[src/rtl/nist_stim_gen_if.sv]
// Control/data bundle between the NIST stimulus source and its driver/monitor.
// master drives mode/seed/start/err_in; slave (the generator) drives the bit stream and status.
interface nist_stim_gen_if #(
    parameter int CW = 15
);
    logic          start;
    logic [2:0]    mode;
    logic [15:0]   seed;
    logic          err_in;
    logic          rnd_out;
    logic          rnd_valid;
    logic          busy;
    logic          done;
    logic          err_seen;
    logic [CW-1:0] err_index;

    modport master (
        output start, mode, seed, err_in,
        input  rnd_out, rnd_valid, busy, done, err_seen, err_index
    );

    modport slave (
        input  start, mode, seed, err_in,
        output rnd_out, rnd_valid, busy, done, err_seen, err_index
    );
endinterface

[src/rtl/nist_stim_gen.sv]
// NIST SP 800-22 stimulus source: one pattern bit per clock, first bit one cycle after start.
// No backpressure; NIST_STIM_HOLD_EN adds a hold input that stalls the frame bit-exactly.
module nist_stim_gen #(
    parameter int          FRAME_LEN = 20000,
    parameter int          RUN_LEN   = 32,
    parameter logic [15:0] DEF_SEED  = 16'hACE1
) (
    input  logic clk,
    input  logic rst_n,
`ifdef NIST_STIM_HOLD_EN
    input  logic hold,
`endif
    nist_stim_gen_if.slave bus
);
    localparam int            CW   = $clog2(FRAME_LEN);
    localparam int            RB   = $clog2(RUN_LEN);
    localparam logic [CW-1:0] LAST = CW'(FRAME_LEN - 1);
    localparam logic [CW-1:0] HALF = CW'(FRAME_LEN / 2);

    typedef enum logic [1:0] {IDLE, RUN, DONE} state_t;

    state_t        state;
    logic [2:0]    mode_q;
    logic [15:0]   lfsr;
    logic [CW-1:0] cnt;
    logic          out_q, vld_q, busy_q, done_q, err_seen_q;
    logic [CW-1:0] err_idx_q;

    logic          hold_act;
    logic [15:0]   lfsr_nx, seed_eff;
    logic [CW-1:0] cnt_nx;

`ifdef NIST_STIM_HOLD_EN
    assign hold_act = hold;
`else
    assign hold_act = 1'b0;
`endif

    // Fibonacci form, taps 16/14/13/11; the output bit is lfsr[0].
    function automatic logic [15:0] lfsr_step(input logic [15:0] v);
        return {v[0] ^ v[2] ^ v[3] ^ v[5], v[15:1]};
    endfunction

    function automatic logic pat(input logic [2:0] m, input logic [15:0] lf, input logic [CW-1:0] idx);
        case (m)
            3'd1:    return 1'b0;
            3'd2:    return 1'b1;
            3'd3:    return idx[0];
            3'd4:    return lf[0] & lf[1];
            3'd5:    return idx[RB];
            3'd6:    return (idx < HALF) ? lf[0] : 1'b1;
            default: return lf[0];
        endcase
    endfunction

    assign lfsr_nx  = lfsr_step(lfsr);
    assign cnt_nx   = cnt + 1'b1;
    assign seed_eff = (bus.seed == 16'd0) ? DEF_SEED : bus.seed;

    always_ff @(posedge clk or negedge rst_n) begin
        if (!rst_n) begin
            state      <= IDLE;
            mode_q     <= 3'd0;
            lfsr       <= DEF_SEED;
            cnt        <= '0;
            out_q      <= 1'b0;
            vld_q      <= 1'b0;
            busy_q     <= 1'b0;
            done_q     <= 1'b0;
            err_seen_q <= 1'b0;
            err_idx_q  <= '0;
        end else begin
            done_q <= 1'b0;
            case (state)
                IDLE: if (bus.start) begin
                    state      <= RUN;
                    mode_q     <= bus.mode;
                    lfsr       <= seed_eff;
                    cnt        <= '0;
                    err_seen_q <= 1'b0;
                    err_idx_q  <= '0;
                    // Bit 0 is precomputed so it is on the wire the cycle after start.
                    out_q      <= pat(bus.mode, seed_eff, '0);
                    vld_q      <= 1'b1;
                    busy_q     <= 1'b1;
                end
                RUN: begin
                    if (bus.err_in && !err_seen_q) begin
                        err_seen_q <= 1'b1;
                        err_idx_q  <= (cnt == '0) ? '0 : cnt - 1'b1;
                    end
                    if (!hold_act) begin
                        lfsr <= lfsr_nx;
                        if (cnt == LAST) begin
                            state  <= DONE;
                            out_q  <= 1'b0;
                            vld_q  <= 1'b0;
                            busy_q <= 1'b0;
                            done_q <= 1'b1;
                        end else begin
                            cnt   <= cnt_nx;
                            out_q <= pat(mode_q, lfsr_nx, cnt_nx);
                        end
                    end
                end
                DONE:    state <= IDLE;
                default: state <= IDLE;
            endcase
        end
    end

    assign bus.rnd_out   = out_q;
    assign bus.rnd_valid = vld_q & ~hold_act;
    assign bus.busy      = busy_q;
    assign bus.done      = done_q;
    assign bus.err_seen  = err_seen_q;
    assign bus.err_index = err_idx_q;
endmodule

[src/flat_wrapper.sv]
// flat-port wrapper written by rule: the top's interface ports become plain ports
module nist_stim_gen_flat 
#(
    parameter int          FRAME_LEN = 20000,
    parameter int          RUN_LEN   = 32,
    parameter logic [15:0] DEF_SEED  = 16'hACE1
)
  (clk, rst_n, bus_start, bus_mode, bus_seed, bus_err_in, bus_rnd_out, bus_rnd_valid, bus_busy, bus_done, bus_err_seen, bus_err_index);
  nist_stim_gen_if #(.CW(($clog2((20000))))) bus_i ();
  input  logic clk;
  input  logic rst_n;
  input wire logic [$bits(bus_i.start)-1:0] bus_start;
  input wire logic [$bits(bus_i.mode)-1:0] bus_mode;
  input wire logic [$bits(bus_i.seed)-1:0] bus_seed;
  input wire logic [$bits(bus_i.err_in)-1:0] bus_err_in;
  output wire logic [$bits(bus_i.rnd_out)-1:0] bus_rnd_out;
  output wire logic [$bits(bus_i.rnd_valid)-1:0] bus_rnd_valid;
  output wire logic [$bits(bus_i.busy)-1:0] bus_busy;
  output wire logic [$bits(bus_i.done)-1:0] bus_done;
  output wire logic [$bits(bus_i.err_seen)-1:0] bus_err_seen;
  output wire logic [$bits(bus_i.err_index)-1:0] bus_err_index;
  assign bus_i.start = bus_start;
  assign bus_i.mode = bus_mode;
  assign bus_i.seed = bus_seed;
  assign bus_i.err_in = bus_err_in;
  assign bus_rnd_out = bus_i.rnd_out;
  assign bus_rnd_valid = bus_i.rnd_valid;
  assign bus_busy = bus_i.busy;
  assign bus_done = bus_i.done;
  assign bus_err_seen = bus_i.err_seen;
  assign bus_err_index = bus_i.err_index;
  nist_stim_gen #(.FRAME_LEN(FRAME_LEN), .RUN_LEN(RUN_LEN), .DEF_SEED(DEF_SEED)) u_core (.clk(clk), .rst_n(rst_n), .bus(bus_i));
endmodule
[config.mk]
export PLATFORM = sky130hd
export DESIGN_NAME = nist_stim_gen_flat
export DESIGN_NICKNAME = d
export VERILOG_FILES = /design/src/rtl/nist_stim_gen_if.sv /design/src/rtl/nist_stim_gen.sv /design/src/flat_wrapper.sv
export SDC_FILE = /design/constraint.sdc
export NUM_CORES = 1
export LEC_CHECK = 0
export ABC_AREA = 1
export CAP_MARGIN = 20
export CELL_PAD_IN_SITES_DETAIL_PLACEMENT = 1
export CELL_PAD_IN_SITES_GLOBAL_PLACEMENT = 2
export CORE_ASPECT_RATIO = 0.7
export CORE_UTILIZATION = 33
export DETAILED_ROUTE_END_ITERATION = 10
export PLACE_DENSITY_LB_ADDON = 0.1
export SLEW_MARGIN = 5
export SYNTH_ARGS = -nofsm -noshare
export SYNTH_HDL_FRONTEND = slang
export SYNTH_SLANG_ARGS = --single-unit
[constraint.sdc]
create_clock -name clk -period 2.1 [get_ports clk]
set_input_delay 0.42 -clock clk [delete_from_list [all_inputs] [get_ports clk]]
set_output_delay 0.42 -clock clk [all_outputs]
set_load 0.01 [all_outputs]
==> impl_metrics.prom <==
# TYPE chip_impl_metric gauge
chip_impl_metric{name="dieArea",unit="um^2"} 9851
chip_impl_metric{name="timing_hold_violations_final",unit=""} 0
chip_impl_metric{name="critical_path_required",unit="ns"} 2.28
chip_impl_metric{name="drt_first_iter_violations",unit=""} 186
chip_impl_metric{name="finalCriticalPeriod",unit="ns"} 1.995
chip_impl_metric{name="cellPowerDensity",unit="nW/um^2"} 463.3
chip_impl_info{name="synthFlopType",value="dfrtp_1"} 1
chip_impl_metric{name="drc",unit=""} 0
chip_impl_metric{name="vias",unit=""} 2874
chip_impl_metric{name="synthesis.instances",unit=""} 376
chip_impl_info{name="rr_startpoint",value="u_core.cnt[1]"} 1
chip_impl_metric{name="dp.final_hpwl",unit="mm"} 7.238
chip_impl_metric{name="fin_ws",unit="ns"} 0.1051
chip_impl_metric{name="drive_above_1_share",unit="%"} 24.62
chip_impl_metric{name="timing.reg2reg.setup_slack",unit="ns"} 0.11
chip_impl_metric{name="r2r.worst_path.cells",unit=""} 12
chip_impl_metric{name="post-route-cell-area",unit="um^2"} 4240
chip_impl_metric{name="power.leakage",unit="uW"} 0.001793
chip_impl_info{name="post-synth-top-area-cell",value="dfrtp_1"} 1
chip_impl_metric{name="gr_util_all_layers",unit="%"} 20.74
chip_impl_metric{name="synthToLayoutAreaGrowth",unit="%"} 35.94
chip_impl_metric{name="finalCritPeriodShare",unit="%"} 95.00
chip_impl_info{name="run_status",value="finished, final reports clean"} 1
chip_impl_metric{name="max_clock_freq",unit="GHz"} 0.5013
chip_impl_info{name="reg2reg_to",value="u_core.bus.err_index[9]"} 1
chip_impl_metric{name="largest_net_degree_at_the_start_of_global_routing",unit=""} 28
chip_impl_metric{name="highest_net_fanout_along_the_worst_path",unit=""} 7
chip_impl_metric{name="antennaDiodeCount",unit=""} 0
chip_impl_metric{name="die_height",unit="um"} 83.34
chip_impl_metric{name="synth_top_cell_area_share",unit="%"} 37.71
chip_impl_metric{name="postRouteWirelength",unit="mm"} 9.655
chip_impl_info{name="classification_of_the_worst_setup_path",value="register to register"} 1
chip_impl_metric{name="post-layout-total-power",unit="uW"} 1965
chip_impl_metric{name="synth_area",unit="um^2"} 3119
chip_impl_info{name="grt_setup_unrepaired",value="yes"} 1
chip_impl_metric{name="fp-row-count",unit=""} 29
chip_impl_metric{name="cts_inserted_buffers",unit=""} 5
chip_impl_metric{name="die_w",unit="um"} 118.2
chip_impl_metric{name="floorplan.initialDensity",unit="%"} 34.25
chip_impl_metric{name="setup_viols_final",unit=""} 0
chip_impl_metric{name="grt_first_pass_wirelength",unit="mm"} 15.81
chip_impl_info{name="critPathLaunchType",value="register"} 1
chip_impl_metric{name="proportion_of_register_bits_with_asynchronous_set_or_reset_after_synthesis",unit="%"} 100.0
chip_impl_info{name="cell_at_the_root_of_the_clock_tree",value="clkbuf_16"} 1
chip_impl_metric{name="clk_pin_slew_worst_paths",unit="ns"} 0.07
chip_impl_metric{name="post_route_non_filler_standard_cell_count",unit=""} 579
chip_impl_metric{name="postSynthNetCount",unit=""} 402
chip_impl_metric{name="worst_slew_margin_rel",unit="%"} 67.58
chip_impl_metric{name="globalRoute.totalOverflow",unit=""} 0
chip_impl_metric{name="place_inst",unit=""} 563
chip_impl_metric{name="portBuffers",unit=""} 42
chip_impl_metric{name="setup_skew",unit="ns"} 0.002752
chip_impl_metric{name="clock_sink_count",unit=""} 55
chip_impl_metric{name="detail_route.first_pass.iterations",unit=""} 4
chip_impl_metric{name="worst-endpoint-arrival",unit="ns"} 2.18
chip_impl_metric{name="max_slew.worst_pin.slew",unit="ns"} 0.4818
chip_impl_metric{name="cts_max_path_buffers",unit=""} 2
chip_impl_metric{name="clk_latency",unit="ns"} 0.29
chip_impl_metric{name="routed_wire_length_per_instance",unit="um"} 16.68
chip_impl_metric{name="synth-edff-count",unit=""} 0
chip_impl_metric{name="first_global_vias",unit=""} 2911
chip_impl_metric{name="core_area",unit="um^2"} 9107
chip_impl_metric{name="synth_area_per_cell",unit="um^2"} 8.296
chip_impl_info{name="synth_area_leaders",value="dfrtp_1 (38%), nand2_1 (7.5%), dfstp_2 (6.7%), o21ai_0 (5.9%), nand3_1 (5.5%)"} 1
chip_impl_metric{name="ys_types",unit=""} 36
chip_impl_metric{name="post_drt_via_cell_ratio",unit=""} 4.964
chip_impl_metric{name="place_worst_setup_slack",unit="ns"} -0.001167
chip_impl_metric{name="postSynthRegisterBits",unit=""} 55
chip_impl_metric{name="synth_seq_area_share",unit="%"} 44.44
chip_impl_metric{name="nNetsFinal",unit=""} 480
chip_impl_metric{name="drv.max_cap_violation_count",unit=""} 0
chip_impl_metric{name="gp_routability_congestion",unit=""} 0.7803
chip_impl_metric{name="power.ir.vdd_worst",unit="V"} 0.0002264
chip_impl_info{name="timing.critical_path.to_type",value="register"} 1
chip_impl_metric{name="detailed_place.area",unit="um^2"} 3913
chip_impl_info{name="clock_tree_from_tritoncts",value="built"} 1
chip_impl_metric{name="drt.antenna.violating_nets",unit=""} 0
chip_impl_metric{name="clock_tree.htree_level_count",unit=""} 2
chip_impl_metric{name="initial_antenna_violation_count",unit=""} 0
chip_impl_metric{name="pin_count",unit=""} 43
chip_impl_metric{name="yosysWarningCount",unit=""} 0
chip_impl_info{name="timing.hold.worst.class",value="input port to asynchronous set/reset pin"} 1
chip_impl_metric{name="final_max_slew_viol_count",unit=""} 0
==> worst max-delay path, cell delays in order, from the launching register on <==
cell     delay, ns
dfrtp_2       0.44
inv_2         0.10
ha_4          0.16
nand2_4       0.06
inv_4         0.06
nand4_4       0.10
nor3_4        0.21
nand3_2       0.12
nor3_4        0.22
nand2_2       0.11
nand4_4       0.10
buf_12        0.13
o21ai_0       0.07
==> kinds of logic (layout without fill, tap and decap cells) <==
family / after synthesis / in the layout / share of synthesized area, %
flops: 55 / 55 / 44.44
xor+xnor: 20 / 20 / 5.616
compound gates: 78 / 78 / 15.56
fa+ha+maj: 3 / 3 / 1.203
buf+inv: 52 / 131 / 7.300
simple gates: 168 / 168 / 25.87
==> where the power goes <==
part	total, uW	switching, uW	internal, uW
Clock	822	380	443
Combinational	83.2	39.9	43.3
Sequential	1060	0	1060
==> stage by stage <==
stage	util [%]	hold WS (ns)	setup TNS (ns)
6_report	46.56	0.07107	0
3_5_place_dp	42.96	0.4070	-0.002045
3_3_place_gp	42.96	0.4043	0
4_1_cts	44.50	0.08491	0
2_1_floorplan	-	0.1244	0
5_1_grt	46.56	0.09839	-0.3652
==> registers in the layout, indices dropped and copies added (netlist names) <==
name,count
u_core.bus.done,1
u_core.state,2
u_core.bus.err_seen,1
u_core.bus.rnd_out,1
u_core.mode_q,3
u_core.bus.err_index,15
u_core.cnt,15
u_core.bus.rnd_valid,1
u_core.lfsr,16
==> area by class of cell <==
type                       instances  area [um^2]
clock inverter                     1        5.005
timing repair buffer              87        798.3
tap                              124        155.1
inverter                          36        137.6
sequential                        55         1393
multi-input combinational        269         1619
fill                            1060         4867
clock buffer                       7        132.6
==> worst max-delay path by stage <==
stage	start	endpoint	slack [ns]	cells past startpoint
floorplan	u_core.cnt[0]	u_core.bus.err_index[2]	0.22	12
global placement	u_core.cnt[0]	u_core.bus.rnd_out	0.05	16
detailed placement	bus_seed[11]	u_core.bus.rnd_out	-0.001	11
CTS	u_core.cnt[0]	u_core.bus.rnd_out	0.01	16
global route	u_core.cnt[0]	u_core.bus.err_index[13]	-0.06	9
finish	u_core.cnt[1]	u_core.bus.err_index[9]	0.11	12
==> cells in the mapped netlist, types with 4 or more instances <==
library cell,n
nand3_1,34
clkbuf_1,8
o21ai_0,37
o22ai_1,7
nor4_1,6
a21oi_1,13
nand2_1,62
nor3_1,11
nor2_1,34
dfstp_2,8
nor3_2,4
dfrtp_1,47
nand4_1,4
o21ai_2,14
inv_1,35
xor2_1,17
==> layer usage <==
metal	wire length, um	vias to the layer above	track usage, %
met3	357	8	2.953
met1	5042	1414	32.06
met5	0	-	0
li1	-	1416	-
met4	96	0	5.245
met2	4158	36	29.89
==> layout by cell type (no fill, tap or decap), types with 2 or more instances in the layout <==
cell,netlist,layout
a21oi_1,13,13
a31oi_1,2,2
buf_12,0,3
buf_4,2,40
buf_6,3,2
clkbuf_1,8,2
clkbuf_16,0,5
clkdlybuf4s50_1,0,41
dfrtp_1,47,42
dfrtp_2,0,5
dfstp_2,8,8
ha_4,0,2
inv_1,35,32
inv_2,1,3
nand2_1,62,59
nand2_2,3,5
nand2_4,1,2
nand3_1,34,32
nand3_2,2,3
nand4_1,4,4
nand4_4,0,2
nor2_1,34,30
nor2_2,1,4
nor2_4,2,3
nor3_1,11,11
nor3_4,0,3
nor3b_1,2,2
nor4_1,6,6
o21ai_0,37,35
o21ai_1,0,2
o21ai_2,14,14
o22ai_1,7,7
xnor2_1,3,3
xor2_1,17,16
==> timing repair <==
| action | in CTS | in global routing |
|---|---|---|
| pin swaps | 0 | 8 |
| hold buffers | 0 | 0 |
| setup endpoints to repair | 1 | 14 |
| resized for setup | 1 | 34 |
| buffers inserted | 0 | 8 |
(Power assumes the default switching activity.)
